==> src/rtl/dcache_2way_ctrl.sv <==
// dcache_2way_ctrl: controller for a 2-way set-associative data cache.
// It sits directly after the tag-compare stage. It serves CPU hits with zero
// latency. On a miss it selects a victim, writes it back if it is dirty,
// refills the line from memory and then replays the access.
// Tag entry layout: bit 24 valid, bit 23 dirty, bits 22:0 tag.
// Optional feature: define DCACHE_PERF_CNT_EN to add the hit/miss counters.
//
// state     | meaning
// ----------+-----------------------------------------------------------
// IDLE      | serve hits; a miss moves to MISS
// MISS      | pick the victim way and latch its tag entry and line
// WRITEBACK | write the dirty victim line to memory and wait for ack
// ALLOCATE  | read the missing line from memory and capture it on ack
// REFILL    | write the fill buffer and new tag into the victim way

module dcache_2way_ctrl #(
    parameter int IDX_W  = 4,
    parameter int LINE_W = 256
) (
    input  logic              clk_i,
    input  logic              rst_i,
    input  logic              cpu_req_i,
    input  logic              cpu_we_i,
    input  logic [31:0]       cpu_addr_i,
    input  logic [31:0]       cpu_data_i,
    output logic [31:0]       cpu_data_o,
    output logic              cpu_stall_o,
    input  logic              hit_i,
    input  logic [1:0]        hit_way_i,
    input  logic [24:0]       tag1_i,
    input  logic [24:0]       tag2_i,
    input  logic [LINE_W-1:0] data1_i,
    input  logic [LINE_W-1:0] data2_i,
    output logic [1:0]        sram_we_o,
    output logic [24:0]       sram_tag_o,
    output logic [LINE_W-1:0] sram_data_o,
    output logic              mem_req_o,
    output logic              mem_we_o,
    output logic [31:0]       mem_addr_o,
    output logic [LINE_W-1:0] mem_data_o,
    input  logic              mem_ack_i,
    input  logic [LINE_W-1:0] mem_data_i,
    output logic [31:0]       hit_cnt_o,
    output logic [31:0]       miss_cnt_o
);

    localparam int SETS = 1 << IDX_W;

    typedef enum logic [2:0] {
        S_IDLE,
        S_MISS,
        S_WRITEBACK,
        S_ALLOCATE,
        S_REFILL
    } state_t;

    state_t            state_q, state_d;
    logic [SETS-1:0]   lru_q, lru_d;
    logic              vic_way_q, vic_way_d;
    logic [24:0]       vic_tag_q, vic_tag_d;
    logic [LINE_W-1:0] vic_line_q, vic_line_d;
    logic [LINE_W-1:0] fill_q, fill_d;

    // Address fields; the CPU holds cpu_addr_i stable for the whole miss,
    // so the index and tag are taken straight from it in every state.
    logic [IDX_W-1:0]  idx;
    logic [2:0]        word_sel;
    logic [22:0]       addr_tag;

    assign idx      = cpu_addr_i[5 +: IDX_W];
    assign word_sel = cpu_addr_i[4:2];
    assign addr_tag = cpu_addr_i[31 -: 23];

    // Hit path signals. Only bit 0 of hit_way_i matters once hit_i is set.
    logic              hit_go;
    logic              miss_go;
    logic              hit_way;
    logic [LINE_W-1:0] hit_line;
    logic [24:0]       hit_tag;
    logic [31:0]       hit_word;
    logic [LINE_W-1:0] merged_line;

    assign hit_go   = (state_q == S_IDLE) && cpu_req_i && hit_i;
    assign miss_go  = (state_q == S_IDLE) && cpu_req_i && !hit_i;
    assign hit_way  = hit_way_i[0];
    assign hit_line = hit_way ? data2_i : data1_i;
    assign hit_tag  = hit_way ? tag2_i : tag1_i;
    assign hit_word = hit_line[{word_sel, 5'b0} +: 32];

    // Store merge: the addressed word of the hit line is replaced by the store data.
    always_comb begin
        merged_line = hit_line;
        merged_line[{word_sel, 5'b0} +: 32] = cpu_data_i;
    end

    // Victim choice: an invalid way wins, way0 first; otherwise use the LRU bit.
    logic        vic_sel;
    logic [24:0] vic_entry;

    always_comb begin
        if (!tag1_i[24]) begin
            vic_sel = 1'b0;
        end else if (!tag2_i[24]) begin
            vic_sel = 1'b1;
        end else begin
            vic_sel = lru_q[idx];
        end
        vic_entry = vic_sel ? tag2_i : tag1_i;
    end

    // Next-state logic for the FSM, the LRU bits and the miss-side registers.
    always_comb begin
        state_d    = state_q;
        lru_d      = lru_q;
        vic_way_d  = vic_way_q;
        vic_tag_d  = vic_tag_q;
        vic_line_d = vic_line_q;
        fill_d     = fill_q;
        case (state_q)
            S_IDLE: begin
                if (hit_go) begin
                    lru_d[idx] = ~hit_way;
                end else if (miss_go) begin
                    state_d = S_MISS;
                end
            end
            S_MISS: begin
                vic_way_d  = vic_sel;
                vic_tag_d  = vic_entry;
                vic_line_d = vic_sel ? data2_i : data1_i;
                if (vic_entry[24] && vic_entry[23]) begin
                    state_d = S_WRITEBACK;
                end else begin
                    state_d = S_ALLOCATE;
                end
            end
            S_WRITEBACK: begin
                if (mem_ack_i) begin
                    state_d = S_ALLOCATE;
                end
            end
            S_ALLOCATE: begin
                if (mem_ack_i) begin
                    fill_d  = mem_data_i;
                    state_d = S_REFILL;
                end
            end
            S_REFILL: begin
                state_d = S_IDLE;
            end
            default: begin
                state_d = S_IDLE;
            end
        endcase
    end

    // State registers with synchronous reset; a reset mid-miss drops the transaction.
    always_ff @(posedge clk_i) begin
        if (rst_i) begin
            state_q    <= S_IDLE;
            lru_q      <= '0;
            vic_way_q  <= 1'b0;
            vic_tag_q  <= '0;
            vic_line_q <= '0;
            fill_q     <= '0;
        end else begin
            state_q    <= state_d;
            lru_q      <= lru_d;
            vic_way_q  <= vic_way_d;
            vic_tag_q  <= vic_tag_d;
            vic_line_q <= vic_line_d;
            fill_q     <= fill_d;
        end
    end

    // Output decode. The memory side is a pure function of the registered
    // state, so mem_req_o drops in the cycle after an accepted ack or a reset.
    always_comb begin
        cpu_data_o  = '0;
        cpu_stall_o = 1'b0;
        sram_we_o   = 2'b00;
        sram_tag_o  = '0;
        sram_data_o = '0;
        mem_req_o   = 1'b0;
        mem_we_o    = 1'b0;
        mem_addr_o  = '0;
        mem_data_o  = '0;
        case (state_q)
            S_IDLE: begin
                cpu_stall_o = miss_go;
                if (hit_go) begin
                    if (cpu_we_i) begin
                        sram_we_o[hit_way] = 1'b1;
                        sram_data_o        = merged_line;
                        sram_tag_o         = hit_tag | 25'h0800000;
                    end else begin
                        cpu_data_o = hit_word;
                    end
                end
            end
            S_MISS: begin
                cpu_stall_o = 1'b1;
            end
            S_WRITEBACK: begin
                cpu_stall_o = 1'b1;
                mem_req_o   = 1'b1;
                mem_we_o    = 1'b1;
                mem_addr_o  = {vic_tag_q[22:0], idx, 5'b0};
                mem_data_o  = vic_line_q;
            end
            S_ALLOCATE: begin
                cpu_stall_o = 1'b1;
                mem_req_o   = 1'b1;
                mem_addr_o  = {cpu_addr_i[31:5], 5'b0};
            end
            S_REFILL: begin
                cpu_stall_o          = 1'b1;
                sram_we_o[vic_way_q] = 1'b1;
                sram_tag_o           = {2'b10, addr_tag};
                sram_data_o          = fill_q;
            end
            default: begin
                cpu_stall_o = 1'b1;
            end
        endcase
    end

`ifdef DCACHE_PERF_CNT_EN
    logic [31:0] hit_cnt_q;
    logic [31:0] miss_cnt_q;

    // Performance counters: replayed hits after a refill count as hits.
    always_ff @(posedge clk_i) begin
        if (rst_i) begin
            hit_cnt_q  <= '0;
            miss_cnt_q <= '0;
        end else begin
            if (hit_go) begin
                hit_cnt_q <= hit_cnt_q + 32'd1;
            end
            if (miss_go) begin
                miss_cnt_q <= miss_cnt_q + 32'd1;
            end
        end
    end

    assign hit_cnt_o  = hit_cnt_q;
    assign miss_cnt_o = miss_cnt_q;
`else
    assign hit_cnt_o  = '0;
    assign miss_cnt_o = '0;
`endif

    // The victim's valid/dirty bits only steer the MISS decision, and the
    // "none" encoding of hit_way_i and the byte offset are never needed.
    logic unused_bits;
    assign unused_bits = ^{vic_tag_q[24:23], hit_way_i[1], cpu_addr_i[1:0]};

endmodule

==> config.mk <==
export PLATFORM = sky130hd
export DESIGN_NAME = dcache_2way_ctrl
export DESIGN_NICKNAME = d
export VERILOG_FILES = /design/src/rtl/dcache_2way_ctrl.sv
export SDC_FILE = /design/constraint.sdc
export NUM_CORES = 2
export LEC_CHECK = 0
export CORE_AREA = 3 3 600 602
export CTS_CLUSTER_DIAMETER = 200
export DETAILED_ROUTE_END_ITERATION = 6
export DIE_AREA = 0 0 603 605
export MAX_ROUTING_LAYER = met4
export PLACE_DENSITY_LB_ADDON = 0.3
export SYNTH_ARGS = -nofsm -noshare
export SYNTH_HDL_FRONTEND = slang
export SYNTH_SLANG_ARGS = --single-unit
==> constraint.sdc <==
create_clock -name clk_i -period 3.6 [get_ports clk_i]
set_clock_uncertainty 0.2 [all_clocks]
set_input_delay 0.36 -clock clk_i [delete_from_list [all_inputs] [get_ports clk_i]]
set_output_delay 0.36 -clock clk_i [all_outputs]
set_load 0.02 [all_outputs]
==> summary.json <==
{
  "synth.avg_cell_area": {"value": 7.52, "unit": "um^2"},
  "rr_worst_depth": {"value": 7},
  "power-per-cell-area": {"value": 389, "unit": "nW/um^2"},
  "rows": {"value": 219},
  "grt_antenna_before_repair": {"value": 180},
  "result_of_the_run": {"value": "completed"},
  "global_route.usage.total": {"value": 24.5, "unit": "%"},
  "timing.final.crit_share": {"value": 99.8, "unit": "%"},
  "cts.sinks": {"value": 555},
  "io_pins": {"value": 1560},
  "slowest_stage_cell_on_the_critical_path": {"value": "or4b_4"},
  "yosys.area_share.xor_xnor": {"value": 0, "unit": "%"},
  "synth-seq-area-share": {"value": 31.9, "unit": "%"},
  "remaining_drc_errors": {"value": 0},
  "floorplan.die.width": {"value": 603, "unit": "um"},
  "finish.utilization": {"value": 20.7, "unit": "%"},
  "initial_core_util": {"value": 9.80, "unit": "%"},
  "synth_async_sr_flop_share": {"value": 0, "unit": "%"},
  "dominantRegCellSynth": {"value": "dfxtp_1"},
  "grt_first_pass_wirelength": {"value": 559000, "unit": "um"},
  "p_leak": {"value": 0.0284, "unit": "uW"},
  "overflow_left_after_global_routing": {"value": 0},
  "ys_types": {"value": 52},
  "worstSetupEndpointType": {"value": "output port"},
  "yosys.area_share.simple": {"value": 22.0, "unit": "%"},
  "setup.worst_path.start": {"value": "cpu_addr_i[2]"},
  "critical_path.max_fanout": {"value": 20},
  "r2r_start": {"value": "state_q[2]$_SDFFE_PP0P_"},
  "worst_slew_pin_slew": {"value": 0.893, "unit": "ns"},
  "tritoncts": {"value": "yes"},
  "routed_wirelength": {"value": 454000, "unit": "um"},
  "postSynthRegisterBits": {"value": 555},
  "synth.area.top_cells": {"value": "dfxtp_1 32%, mux2i_1 8.9%, nand2_1 8.9%, a21oi_1 8.6%, o221a_2 7.1%"},
  "min_from": {"value": "data1_i[46]"},
  "max-slew-margin-rel": {"value": 39.3, "unit": "%"},
  "grt_setup_unrepaired": {"value": "false"},
  "combinational_family_with_the_most_area_after_synthesis": {"value": "compound AO/OA/AOI/OAI gates"},
  "cell_by_cell_listing_of_the_critical_path": {"value": "buf_4 -> clkinv_2 -> ha_1 -> ha_1 -> or4b_4 -> buf_12 -> o21ai_1 -> buf_4 -> o21ai_2 -> buf_4"},
  "dp_hpwl": {"value": 388000, "unit": "um"},
  "area.growth.synth_to_final": {"value": 111, "unit": "%"},
  "area_of_placed_instances": {"value": 64100, "unit": "um^2"},
  "switching_share": {"value": 38.6, "unit": "%"},
  "crit_type": {"value": "in -> out"},
  "path_delay_family": {"value": "buffers and inverters"},
  "grt_pass1_vias": {"value": 47300},
  "power.switching": {"value": 11000, "unit": "uW"},
  "max_stage_delay": {"value": 0.62, "unit": "ns"},
  "maximum_ir_drop_on_the_vdd_rail": {"value": 0.000305, "unit": "V"},
  "syn_inst_count": {"value": 4629},
  "power_frac_comb": {"value": 40.0, "unit": "%"},
  "synth_area_leader_cell": {"value": "dfxtp_1"},
  "synth_area_in_compound_gates": {"value": 26.8, "unit": "%"},
  "achievable_frequency": {"value": 0.278, "unit": "GHz"},
  "cap_violations": {"value": 0},
  "netlist_area": {"value": 34800, "unit": "um^2"},
  "setup-violations-final": {"value": 0},
  "antenna_violating_nets_post_route": {"value": 0},
  "root_buffer_selected_by_cts": {"value": "clkbuf_16"},
  "average_routed_wire_per_standard_cell": {"value": 38.4, "unit": "um"},
  "synth-warning-count": {"value": 0},
  "grt_max_degree": {"value": 78},
  "startpoint_type": {"value": "input port"},
  "final.hold.worst_slack": {"value": 0.0797, "unit": "ns"},
  "dieArea": {"value": 365000, "unit": "um^2"},
  "vias_per_cell": {"value": 4.08},
  "drt_pass_1_iters": {"value": 6},
  "finalMaxSlewViolations": {"value": 0},
  "design_area": {"value": 73400, "unit": "um^2"},
  "timing.final.crit_period": {"value": 3.59, "unit": "ns"},
  "floorplan.core_area": {"value": 355000, "unit": "um^2"},
  "whs_path_depth": {"value": 2},
  "power.share.sequential": {"value": 26.3, "unit": "%"},
  "port_buffers": {"value": 1487},
  "cts.htree.levels": {"value": 3},
  "cts-root-to-sink-buffers": {"value": 4},
  "critical-path-top-cell-by-count": {"value": "buf_4"},
  "num-nets-final": {"value": 7819},
  "drt-initial-drc-count": {"value": 4786},
  "synth_largest_type_area_fraction": {"value": 31.9, "unit": "%"},
  "worst_ep_required_time": {"value": 3.04, "unit": "ns"},
  "cts.clk_slew.worst_paths": {"value": 0.06, "unit": "ns"},
  "cts_buffers": {"value": 93},
  "worstHoldPathType": {"value": "in -> reg"},
  "count_of_vias_placed_by_the_detailed_router": {"value": 48300},
  "critPathBufInv": {"value": 5},
  "hold_viol": {"value": 0},
  "number_of_synthesized_flops_with_an_enable_pin": {"value": 0},
  "synth.area.mux_share": {"value": 11.1, "unit": "%"},
  "finalWeightedCongestion": {"value": 0.940},
  "synthAdderAreaFrac": {"value": 0.216, "unit": "%"},
  "crit_cells": {"value": 10},
  "power_report.internal_total": {"value": 17500, "unit": "uW"},
  "worst_ep_arrival_time": {"value": 3.03, "unit": "ns"},
  "die_h": {"value": 605, "unit": "um"},
  "power.clock.fraction": {"value": 33.8, "unit": "%"},
  "ratio_of_cells_with_drive_above_1_in_the_final_layout": {"value": 24.5, "unit": "%"},
  "clock_latency": {"value": 0.87, "unit": "ns"}
}
==> cells in the final DEF, fill, tap and decap left out, types with 20 or more instances in the layout <==
cell type / netlist / layout
buf_12: 0 / 579
mux2i_1: 311 / 298
o221a_2: 220 / 220
a211oi_1: 35 / 31
conb_1: 1 / 69
diode_2: 0 / 101
clkbuf_1: 320 / 20
o21ai_2: 0 / 28
buf_4: 71 / 618
dlygate4sd3_1: 0 / 559
o21ai_0: 179 / 105
a31oi_1: 33 / 33
mux4_2: 33 / 33
and3_1: 33 / 32
nor2_1: 648 / 645
a22o_1: 160 / 155
clkdlybuf4s50_1: 0 / 918
a311oi_1: 32 / 32
o221a_1: 59 / 59
a21oi_1: 599 / 589
o21ai_1: 9 / 45
clkbuf_16: 0 / 95
and2_1: 261 / 257
nand2_1: 822 / 821
dfxtp_1: 555 / 552
==> kinds of logic after synthesis <==
group / count (synthesis)
DFF: 555
other: 1
adders and majority gates: 6
muxes: 345
and+or+nand+nor: 1813
AOI/OAI and AO/OA: 1338
buffers and inverters: 571
==> cell usage after synthesis, drive strengths merged, types with 33 or more instances <==
cell type	count
mux4	33
and3	33
o21ai	188
a21oi	599
buf	242
nor2	648
dfxtp	555
a31oi	34
a211oi	36
o221a	279
nand2	822
a22o	160
mux2i	311
clkbuf	320
and2	262
==> flip-flops by register name, indices dropped and copies added, names as in the netlist <==
name and cells:
fill_q 256, vic_tag_q 23, vic_line_q 256, state_q 3, lru_q 16, vic_way_q 1
==> timing repair <==
item	in CTS	in global routing
hold buffers	559	0
pin swaps	2	2
endpoints found under the setup margin	423	31
setup buffers	5	0
cloned	5	0
endpoints found under the hold margin	423	0
resized for setup	58	23
==> layer usage <==
layer  vias up  share of wire, %  global-route usage [%]
met5         -                 0                       -
met4         0               4.3                    9.04
met3       477               8.5                    6.94
met2      2567                45                    37.6
met1     24300                42                    30.4
li1      20900                 -                       -
==> final cells by class <==
type,instances,area (um^2)
inverters,9,40.0
well taps,4751,5940
clock inverters,32,400
multi-input cells,3572,21700
repair buffers,2692,31300
clock buffers,133,2700
flip-flops and latches,555,11100
fillers,39300,282000
diodes,101,253
==> final timing paths <==
path                            endpoint  slack, ns
max                       sram_data_o[2]      0.008
min          vic_line_q[46]$_SDFFE_PP0P_       0.08
max reg2reg     fill_q[228]$_SDFFE_PP0P_       0.30
min reg2reg     fill_q[184]$_SDFFE_PP0P_       0.25
==> stage by stage <==
stage,total power (uW),instances,setup TNS (ns),setup WS (ns)
4_1_cts,28900,11700,-0.00662,-0.00489
3_5_place_dp,18100,11000,-3.16,-0.382
3_3_place_gp,18100,11000,-6.97,-0.714
6_report,28600,11800,0,0.00763
5_1_grt,29600,11800,0,0.00225
2_1_floorplan,11100,4697,-0.0111,-0.0111
==> power by group through the flow <==
stage               logic, uW  registers (uW)  clock network, uW
floorplan                3890            7170                  0
global placement        10500            7600                  0
detailed placement      10500            7600                  0
CTS                     11500            7480               9960
global route            11900            7550              10100
finish                  11400            7510               9650
Note: power is estimated with default switching activity, not from simulation.
